`src/rtl/i2c_bus_monitor_pkg.sv`:
```
// Shared types for the passive I2C bus monitor: FSM states and the per-byte record.
package i2c_bus_monitor_pkg;

    localparam int unsigned REC_W = 12;

    typedef enum logic [1:0] {
        IDLE = 2'd0,
        BITS = 2'd1,
        ACK  = 2'd2
    } fsm_state_e;

    typedef struct packed {
        logic [7:0] data;
        logic       ack;
        logic       is_addr;
        logic       rw;
        logic       err;
    } i2c_mon_rec_s;

    // Left-align the n valid bits of a truncated byte, dropping a trailing framing-clock bit.
    function automatic logic [7:0] align_partial(input logic [7:0] shreg,
                                                 input logic       drop_last,
                                                 input logic [3:0] n);
        return 8'((shreg >> drop_last) << (4'd8 - n));
    endfunction

endpackage

```
`src/rtl/i2c_mon_rec_fifo.sv`:
```
// First-word-fall-through FIFO of monitor records; extra pointer bit separates full from empty.
module i2c_mon_rec_fifo
    import i2c_bus_monitor_pkg::*;
#(
    parameter int unsigned DEPTH = 8
) (
    input  logic         clk,
    input  logic         rst,
    input  logic         push,
    input  i2c_mon_rec_s wdata,
    input  logic         pop,
    output i2c_mon_rec_s rdata,
    output logic         empty,
    output logic         full
);

    localparam int unsigned AW = $clog2(DEPTH);
    localparam int unsigned PW = AW + 1;

    logic [PW-1:0]    wr_ptr_q, wr_ptr_d;
    logic [PW-1:0]    rd_ptr_q, rd_ptr_d;
    logic [REC_W-1:0] mem_q [DEPTH];
    logic [REC_W-1:0] mem_d [DEPTH];
    logic             wr_en;
    logic             rd_en;

    // A push into a full FIFO is accepted only when a pop frees the head slot in the same cycle.
    always_comb begin
        empty    = (wr_ptr_q == rd_ptr_q);
        full     = (wr_ptr_q[AW] != rd_ptr_q[AW]) && (wr_ptr_q[AW-1:0] == rd_ptr_q[AW-1:0]);
        rd_en    = pop && !empty;
        wr_en    = push && (!full || rd_en);
        wr_ptr_d = wr_ptr_q + PW'(wr_en);
        rd_ptr_d = rd_ptr_q + PW'(rd_en);
        mem_d    = mem_q;
        if (wr_en) begin
            mem_d[wr_ptr_q[AW-1:0]] = REC_W'(wdata);
        end
        rdata = empty ? '0 : i2c_mon_rec_s'(mem_q[rd_ptr_q[AW-1:0]]);
    end

    always_ff @(posedge clk) begin
        if (rst) begin
            wr_ptr_q <= '0;
            rd_ptr_q <= '0;
        end else begin
            wr_ptr_q <= wr_ptr_d;
            rd_ptr_q <= rd_ptr_d;
        end
    end

    always_ff @(posedge clk) begin
        mem_q <= mem_d;
    end

endmodule

```
`src/rtl/i2c_bus_monitor_sampler.sv`:
```
// Passive I2C frame decoder: synchronise SCL/SDA, detect START/STOP, deserialise bytes into a record FIFO.
// Optional glitch filter on the synchronised lines: define I2C_MON_GLITCH_FILTER_EN.
module i2c_bus_monitor_sampler
    import i2c_bus_monitor_pkg::*;
#(
    parameter int unsigned SYNC_STAGES   = 2,
    parameter int unsigned FIFO_DEPTH    = 8,
    parameter int unsigned CNT_W         = 8,
    parameter int unsigned GLITCH_CYCLES = 3
) (
    input  logic             pclk,
    input  logic             areset,
    input  logic             scl_i,
    input  logic             sda_i,
    output logic             rec_valid,
    input  logic             rec_ready,
    output logic [7:0]       rec_data,
    output logic             rec_ack,
    output logic             rec_is_addr,
    output logic             rec_rw,
    output logic             rec_err,
    output logic             bus_busy,
    output logic             overflow,
    output logic [CNT_W-1:0] drop_cnt
);

    logic [SYNC_STAGES-1:0] scl_sync_q, scl_sync_d;
    logic [SYNC_STAGES-1:0] sda_sync_q, sda_sync_d;
    logic [1:0]             line_s;
    logic [1:0]             line_f;
    logic [1:0]             line_prev_q, line_prev_d;

    always_comb begin
        scl_sync_d = {scl_sync_q[SYNC_STAGES-2:0], scl_i};
        sda_sync_d = {sda_sync_q[SYNC_STAGES-2:0], sda_i};
        line_s     = {sda_sync_q[SYNC_STAGES-1], scl_sync_q[SYNC_STAGES-1]};
        line_prev_d = line_f;
    end

    // Lines idle high, so synchronisers and the edge reference preset to 1.
    always_ff @(posedge pclk) begin
        if (areset) begin
            scl_sync_q  <= '1;
            sda_sync_q  <= '1;
            line_prev_q <= '1;
        end else begin
            scl_sync_q  <= scl_sync_d;
            sda_sync_q  <= sda_sync_d;
            line_prev_q <= line_prev_d;
        end
    end

`ifdef I2C_MON_GLITCH_FILTER_EN
    localparam int unsigned GCW = $clog2(GLITCH_CYCLES + 1);

    logic [1:0]          filt_q, filt_d;
    logic [1:0][GCW-1:0] gcnt_q, gcnt_d;

    // Output follows the input only after GLITCH_CYCLES consecutive differing samples.
    always_comb begin
        filt_d = filt_q;
        gcnt_d = gcnt_q;
        for (int i = 0; i < 2; i++) begin
            if (line_s[i] != filt_q[i]) begin
                if (gcnt_q[i] == GCW'(GLITCH_CYCLES - 1)) begin
                    filt_d[i] = line_s[i];
                    gcnt_d[i] = '0;
                end else begin
                    gcnt_d[i] = gcnt_q[i] + GCW'(1);
                end
            end else begin
                gcnt_d[i] = '0;
            end
        end
    end

    always_ff @(posedge pclk) begin
        if (areset) begin
            filt_q <= '1;
            gcnt_q <= '0;
        end else begin
            filt_q <= filt_d;
            gcnt_q <= gcnt_d;
        end
    end

    assign line_f = filt_q;
`else
    assign line_f = line_s;

    if (GLITCH_CYCLES == 0) begin : g_glitch_cfg_unused
    end
`endif

    logic scl, sda, scl_prev, sda_prev;
    logic scl_rise, scl_fall, start_det, stop_det;

    // SCL edges win over SDA edges in the same cycle, so START/STOP need SCL steady high.
    always_comb begin
        scl       = line_f[0];
        sda       = line_f[1];
        scl_prev  = line_prev_q[0];
        sda_prev  = line_prev_q[1];
        scl_rise  = scl && !scl_prev;
        scl_fall  = !scl && scl_prev;
        start_det = scl && scl_prev && sda_prev && !sda;
        stop_det  = scl && scl_prev && !sda_prev && sda;
    end

    fsm_state_e   state_q, state_d;
    logic [7:0]   shreg_q, shreg_d;
    logic [3:0]   bit_cnt_q, bit_cnt_d;
    logic         hi_bit_q, hi_bit_d;
    logic         is_first_q, is_first_d;
    logic         rw_q, rw_d;
    logic         busy_q, busy_d;
    logic         push_q, push_d;
    i2c_mon_rec_s rec_q, rec_d;
    logic [3:0]   n_bits;
    logic         rw_eff;

    // hi_bit marks a bit sampled in the current SCL-high phase; if START/STOP follows in that
    // same phase the clock was a framing clock, so that bit is not counted as data.
    always_comb begin
        state_d    = state_q;
        shreg_d    = shreg_q;
        bit_cnt_d  = bit_cnt_q;
        hi_bit_d   = hi_bit_q;
        is_first_d = is_first_q;
        rw_d       = rw_q;
        busy_d     = busy_q;
        push_d     = 1'b0;
        rec_d      = rec_q;
        n_bits     = bit_cnt_q - {3'b000, hi_bit_q};
        rw_eff     = is_first_q ? shreg_q[0] : rw_q;

        if (scl_fall) begin
            hi_bit_d = 1'b0;
        end

        case (state_q)
            IDLE: begin
                if (start_det) begin
                    state_d    = BITS;
                    is_first_d = 1'b1;
                    bit_cnt_d  = '0;
                    hi_bit_d   = 1'b0;
                    busy_d     = 1'b1;
                end
            end
            BITS, ACK: begin
                if (start_det || stop_det) begin
                    if (n_bits != 4'd0) begin
                        push_d        = 1'b1;
                        rec_d.data    = align_partial(shreg_q, hi_bit_q, n_bits);
                        rec_d.ack     = 1'b0;
                        rec_d.is_addr = is_first_q;
                        rec_d.rw      = rw_q;
                        rec_d.err     = 1'b1;
                    end
                    bit_cnt_d = '0;
                    hi_bit_d  = 1'b0;
                    if (start_det) begin
                        state_d    = BITS;
                        is_first_d = 1'b1;
                    end else begin
                        state_d    = IDLE;
                        is_first_d = 1'b0;
                        busy_d     = 1'b0;
                    end
                end else if (scl_rise) begin
                    if (state_q == BITS) begin
                        shreg_d   = {shreg_q[6:0], sda};
                        bit_cnt_d = bit_cnt_q + 4'd1;
                        hi_bit_d  = 1'b1;
                        if (bit_cnt_q == 4'd7) begin
                            state_d = ACK;
                        end
                    end else begin
                        push_d        = 1'b1;
                        rec_d.data    = shreg_q;
                        rec_d.ack     = !sda;
                        rec_d.is_addr = is_first_q;
                        rec_d.rw      = rw_eff;
                        rec_d.err     = 1'b0;
                        rw_d          = rw_eff;
                        is_first_d    = 1'b0;
                        bit_cnt_d     = '0;
                        hi_bit_d      = 1'b0;
                        state_d       = BITS;
                    end
                end
            end
            default: state_d = IDLE;
        endcase
    end

    always_ff @(posedge pclk) begin
        if (areset) begin
            state_q    <= IDLE;
            shreg_q    <= '0;
            bit_cnt_q  <= '0;
            hi_bit_q   <= 1'b0;
            is_first_q <= 1'b0;
            rw_q       <= 1'b0;
            busy_q     <= 1'b0;
            push_q     <= 1'b0;
            rec_q      <= '0;
        end else begin
            state_q    <= state_d;
            shreg_q    <= shreg_d;
            bit_cnt_q  <= bit_cnt_d;
            hi_bit_q   <= hi_bit_d;
            is_first_q <= is_first_d;
            rw_q       <= rw_d;
            busy_q     <= busy_d;
            push_q     <= push_d;
            rec_q      <= rec_d;
        end
    end

    i2c_mon_rec_s head;
    logic         fifo_empty;
    logic         fifo_full;

    i2c_mon_rec_fifo #(
        .DEPTH (FIFO_DEPTH)
    ) u_fifo (
        .clk   (pclk),
        .rst   (areset),
        .push  (push_q),
        .wdata (rec_q),
        .pop   (rec_ready),
        .rdata (head),
        .empty (fifo_empty),
        .full  (fifo_full)
    );

    logic             overflow_q, overflow_d;
    logic [CNT_W-1:0] drop_cnt_q, drop_cnt_d;
    logic             drop;

    // A record is lost only when the FIFO is full and nothing is popped in the same cycle.
    always_comb begin
        drop       = push_q && fifo_full && !(rec_ready && !fifo_empty);
        overflow_d = overflow_q || drop;
        drop_cnt_d = drop_cnt_q;
        if (drop && (drop_cnt_q != '1)) begin
            drop_cnt_d = drop_cnt_q + CNT_W'(1);
        end
    end

    always_ff @(posedge pclk) begin
        if (areset) begin
            overflow_q <= 1'b0;
            drop_cnt_q <= '0;
        end else begin
            overflow_q <= overflow_d;
            drop_cnt_q <= drop_cnt_d;
        end
    end

    assign rec_valid   = !fifo_empty;
    assign rec_data    = head.data;
    assign rec_ack     = head.ack;
    assign rec_is_addr = head.is_addr;
    assign rec_rw      = head.rw;
    assign rec_err     = head.err;
    assign bus_busy    = busy_q;
    assign overflow    = overflow_q;
    assign drop_cnt    = drop_cnt_q;

endmodule

```
`config.mk`:
```
export PLATFORM = sky130hd
export DESIGN_NAME = i2c_bus_monitor_sampler
export DESIGN_NICKNAME = d
export VERILOG_FILES = /design/src/rtl/i2c_bus_monitor_pkg.sv /design/src/rtl/i2c_mon_rec_fifo.sv /design/src/rtl/i2c_bus_monitor_sampler.sv
export SDC_FILE = /design/constraint.sdc
export NUM_CORES = 1
export LEC_CHECK = 0
export CAP_MARGIN = 40
export CORE_ASPECT_RATIO = 1.75
export CORE_MARGIN = 1
export CORE_UTILIZATION = 65
export DETAILED_ROUTE_END_ITERATION = 6
export PLACE_DENSITY = 0.85
export SLEW_MARGIN = 30
export SYNTH_ARGS = -nofsm -noshare
export SYNTH_HDL_FRONTEND = slang
export SYNTH_SLANG_ARGS = --single-unit
```
`constraint.sdc`:
```
create_clock -name pclk -period 7.4 [get_ports pclk]
set_clock_uncertainty 0.2 [all_clocks]
set_input_delay 1.85 -clock pclk [delete_from_list [all_inputs] [get_ports pclk]]
set_output_delay 1.85 -clock pclk [all_outputs]
set_load 0.05 [all_outputs]
```
======== Yosys cells after proc, flatten, opt, wreduce, memory -nomap -nowiden ========
Index checks and enable logic that the tools add are counted.
word-level totals
  logic and storage cells ................. 139
  flip-flop bits (word level) ............. 150
  output and inout port bits .............. 23
cells by class
  $lt $le $gt $ge ......................... 3
  bitwise operators ....................... 5
  muxes and demuxes ....................... 43
  shift operators ......................... 2
  reduce and logical (&&, ||, !) cells .... 37
  eq/ne operators ......................... 15
  add/subtract/negate cells ............... 6
operators with widths
  cell                 number
  $bwmux 96            1
  $mux 12              8
  $bmux 12 s3          1
  $demux 12 s3         1
  $reduce_and 4->1     5
  $mux 1               18
  $mux 4               4
  $logic_and 1x1->1    14
  $mux 2               5
  $add 4x1->4          2
  $add 8x1->8 const B  1
  $ge 4x4->1 const B   2
  $ne 2x2->1 const B   4
  $ne 8x8->1 const B   1
  $not 3->4            2
  $pmux 4 s2           1
  $shl 8x4->8          1
  $shr 8x1->8          1
  $logic_not 1->1      7
  $ne 3x3->1 const B   2
  $pmux 1 s2           3
  $reduce_and 3->1     2
  $add 4x1->4 const B  1
  $eq 4x3->1 const B   1
  17 further kinds     23

======== Depth between registers and ports, before layout ========
  depth in word-level cells ............... 6
  mapped depth ............................ 11
  depth with buffers taken out ............ 8

======== By module ========
Synthesis repeated with hierarchy kept, for this count alone.
second synthesis, totals
  cells, all modules ...................... 571
  area total of the unflattened synthesis .. 6832.8 um^2
by module, submodules not included
  module                   area each (um^2)  cells each  sequential area each (um^2)  instances
  i2c_mon_rec_fifo         4184.0            247         3042.9                       1
  i2c_bus_monitor_sampler  2648.8            324         920.9                        1

======== Least setup slack after synthesis ========
Ideal clock, no wire load.
  path kind ............................... reg2out
  from .................................... reg u_fifo.rd_ptr_q[0]
  to ...................................... out rec_data[0]
  stages on the path, launching flop included .. 6
  setup slack ............................. 3.374 ns
  arrival ................................. 1.976 ns
  buffers on the path ..................... 2
  required time ........................... 5.350 ns
  cells stage by stage .................... dfxtp_1 -> clkbuf_1 -> buf_2 -> mux4_2 -> mux2i_1 -> nor2_1
on the way
  word-level cells in the longest chain between the ends .. 5
  elaborated cells on any way between the ends .. 6
  classes of those cells .................. eq/ne: 1; mux: 4; bitwise: 1
ends and longest elaborated chain
  what                                        line                           RTL
  start: declaration                          i2c_mon_rec_fifo.sv:21         logic [PW-1:0] rd_ptr_q, rd_ptr_d;
  start signal: assignment                    i2c_mon_rec_fifo.sv:48         rd_ptr_q <= rd_ptr_d;
  $not 3->4 (implied by the code)             i2c_mon_rec_fifo.sv:39         rdata = empty ? '0 : i2c_mon_rec_s'(mem_q[rd_ptr_q[AW-1:0]]);
  $bmux 12 s3                                 i2c_mon_rec_fifo.sv:39
  $mux 12 (implied by the code) (2 in a row)  i2c_mon_rec_fifo.sv:39
  $mux 12 (*)                                 i2c_mon_rec_fifo.sv:39
  end: declaration                            i2c_bus_monitor_sampler.sv:17  output logic [7:0] rec_data,
Mark *: on every way between the ends. The rest lies on a longest branch, timed or not. The select of a mux whose other input is x is not followed.

======== Worst setup path after layout ========
  from .................................... reg u_fifo.rd_ptr_q[0]
  to ...................................... out rec_err
on the way
  word-level cells in the longest chain between the ends .. 5
  elaborated cells on any way between the ends .. 6
  classes of those cells .................. eq/ne: 1; mux: 4; bitwise: 1
ends and longest elaborated chain
  what                                        line                           RTL
  $not 3->4 (implied by the code)             i2c_mon_rec_fifo.sv:39
  $bmux 12 s3                                 i2c_mon_rec_fifo.sv:39
  $mux 12 (implied by the code) (2 in a row)  i2c_mon_rec_fifo.sv:39
  $mux 12 (*)                                 i2c_mon_rec_fifo.sv:39
  end: declaration                            i2c_bus_monitor_sampler.sv:21  output logic rec_err,
Marked as above.

==> impl_metrics.json <==
{
  "status": "finished, final reports clean",
  "syn_inst": 543,
  "endpoint_kind": "output port",
  "path_class": "flip-flop to output port",
  "max_slew_margin_pct": 49.0,
  "dp_hpwl_um": 9670,
  "numPortBuffers": 27,
  "drtAntennaViolNets": 0,
  "ys_types": 62,
  "clock_latency_ns": 0.42,
  "gp_congestion": 0.831,
  "die-area_um2": 10800,
  "tns_ns": 0,
  "die_y_um": 137,
  "cap_violations": 0,
  "synth_edf_count": 96,
  "drc": 0,
  "yosysSeqAreaShare_pct": 58.6,
  "async_flop_share_pct": 0,
  "max_freq_ghz": 0.197,
  "period_minus_slack_ns": 5.07,
  "vias_per_cell": 6.59,
  "drive_above_1_share_pct": 15.1,
  "maxSlewViolCount": 0,
  "cts_hold_buffers": 0,
  "syn_nets": 560,
  "overflow": 0,
  "r2r_cells": 7,
  "fill_cells": 590,
  "core-area_um2": 9970,
  "start_kind": "flip-flop",
  "diodes": 0,
  "postCtsSetupRepairBufs": 0,
  "vias": 4659,
  "rsz0062_at_grt": "false",
  "grt_pass1_wl_um": 24200,
  "cts.sinks": 150,
  "area_delta_synth_final_pct": 14.1,
  "track_usage_pct": 30.7,
  "rows": 48,
  "ys_warn_count": 0,
  "avgSynthCellArea_um2": 12.5,
  "fin_nets": 586,
  "cts_tree": "done",
  "drt_iter0_drc": 413,
  "drtPass1Iterations": 5,
  "crit_required_ns": 5.35,
  "synth_area_um2": 6760,
  "hold_viol_final": 0,
  "wl_per_cell_um": 21.2,
  "io_pins": 28,
  "path_max_fanout": 26,
  "holdPathStages": 1,
  "ctsLongestPathBuffers": 2,
  "tightest_slew_ns": 0.759,
  "synth-main-ff-cell": "edfxtp_1",
  "finalWorstSetupSlack_ns": 2.33,
  "setup_viol": 0,
  "drt_wl_total_um": 15000,
  "synth-seq-cells": 150,
  "grt_pass1_vias": 4631,
  "cts_inserted_buffers": 17,
  "cts-root-buf": "clkbuf_16",
  "cts_resized": 0,
  "path_clk_slew_ns": 0.06,
  "dp_slack_ns": 2.78,
  "die_x_um": 79.1,
  "worstPathArrival_ns": 3.02,
  "vdd_drop_max_mv": 0.260,
  "cellPowerDensity_nw_per_um2": 245,
  "p_leak_uw": 0.00255,
  "grt_antenna_before_repair": 0,
  "hp-class": "flip-flop to flip-flop",
  "start_util_pct": 67.8,
  "h-tree-depth": 4,
  "grt_max_degree": 36,
  "timing.final.crit_share_pct": 68.5,
  "whs_ns": 0.216
}
[state kept, by name, summed over array words and instances (netlist names), 4 cells and up]
signal	cells
bit_cnt_q	4
drop_cnt	8
rec_q	12
shreg_q	8
u_fifo.mem_q	96
u_fifo.rd_ptr_q	4
u_fifo.wr_ptr_q	4
[cell type report]
cell class	instances	area (µm²)	share of cell area [%]
Clock buffer	23	522	6.76
Clock inverter	9	61.3	0.794
Inverter	15	56.3	0.730
Multi-Input combinational cell	346	2580	33.5
Sequential cell	150	3960	51.4
Tap cell	125	156	2.03
Timing Repair Buffer	39	375	4.86
[routing by layer]
metal,up-vias,GRT usage [%],part of all wire (%)
met2,227,55.6,57
met5,-,0,0
met3,38,6.40,4.9
met1,2307,33.3,35
li1,2087,-,-
met4,0,15.3,2.8
[worst max-delay path: stages (launching register included)]
cell and delay [ns]:
dfxtp_1 0.32, buf_4 0.44, xnor2_1 0.20, nand3_1 0.17
nor2b_2 0.55, nor2_1 0.15, clkdlybuf4s50_1 0.76
[cells in the mapped netlist (2+ instances only)]
cell | count | share of area (%)
nor2_2 | 2 | 0.18
nand3b_1 | 2 | 0.22
nor2_1 | 50 | 2.8
mux4_2 | 24 | 8.0
nand3_1 | 26 | 1.9
o21ai_0 | 19 | 1.4
o31ai_1 | 4 | 0.44
edfxtp_1 | 96 | 43
or3_1 | 14 | 1.3
nand2_1 | 36 | 2.0
mux2_2 | 3 | 0.50
o311a_1 | 4 | 0.59
nand4b_1 | 3 | 0.39
inv_1 | 14 | 0.78
a21oi_1 | 33 | 2.4
or2_2 | 6 | 0.56
buf_2 | 9 | 0.67
a211oi_1 | 3 | 0.33
o211ai_1 | 4 | 0.44
buf_4 | 2 | 0.22
nand2b_1 | 7 | 0.65
a211oi_2 | 3 | 0.56
nand4_1 | 2 | 0.18
dfxtp_1 | 54 | 16
o221ai_1 | 5 | 0.65
mux2i_1 | 17 | 2.5
xor2_1 | 4 | 0.52
xnor2_1 | 12 | 1.6
nor3_1 | 10 | 0.74
o32ai_1 | 2 | 0.26
clkbuf_1 | 18 | 1.0
ha_1 | 12 | 2.2
o21a_1 | 4 | 0.44
nor2b_1 | 10 | 0.93
a311oi_1 | 2 | 0.26
[kinds of logic (layout without fill, tap and decap cells)]
kind of cell	Yosys count	in the layout	share of synthesized area, %
buffers and inverters	47	86	3.24
XOR/XNOR	17	17	2.31
AND/OR/NAND/NOR	175	175	12.9
adder cells (fa/ha/maj)	13	13	2.37
flip-flops	150	150	58.6
multiplexers	44	44	11.0
AO/OA/AOI/OAI	97	97	9.60
[layout by cell type (no fill, tap or decap), types with 10 or more instances in the layout]
cell type        count
edfxtp_1            96
dfxtp_1             54
nor2_1              50
nand2_1             36
a21oi_1             33
nand3_1             26
clkdlybuf4s50_1     26
mux4_2              24
clkbuf_16           20
o21ai_0             19
mux2i_1             17
inv_1               14
or3_1               14
xnor2_1             12
ha_1                12
nor3_1              10
buf_4               10
[power breakdown]
group / switching [µW] / internal [µW]
Clock: 325 / 499
Sequential: 16.1 / 897
Combinational: 98.9 / 57.0
[path summary, 6_finish.rpt]
check	to	from	slack (ns)
max	rec_err	u_fifo.rd_ptr_q[0]$_SDFF_PP0_	2.33
min	sda_sync_q[1]$_SDFF_PP1_	sda_sync_q[0]$_SDFF_PP1_	0.22
max reg2reg	rec_q[11]$_SDFFE_PP0P_	hi_bit_q$_SDFF_PP0_	3.96
min reg2reg	sda_sync_q[1]$_SDFF_PP1_	sda_sync_q[0]$_SDFF_PP1_	0.22
[stage by stage]
step | instance area (µm²) | total power, µW | instances | utilization [%]
global placement | 7100 | 1070 | 673 | 71.2
detailed placement | 7130 | 1080 | 675 | 71.6
CTS | 7720 | 1900 | 707 | 77.4
floorplan | 6760 | 1040 | 543 | -
global route | 7720 | 1950 | 707 | 77.4
finish | 7720 | 1890 | 707 | 77.4
Note: power is estimated with default switching activity, not from simulation.
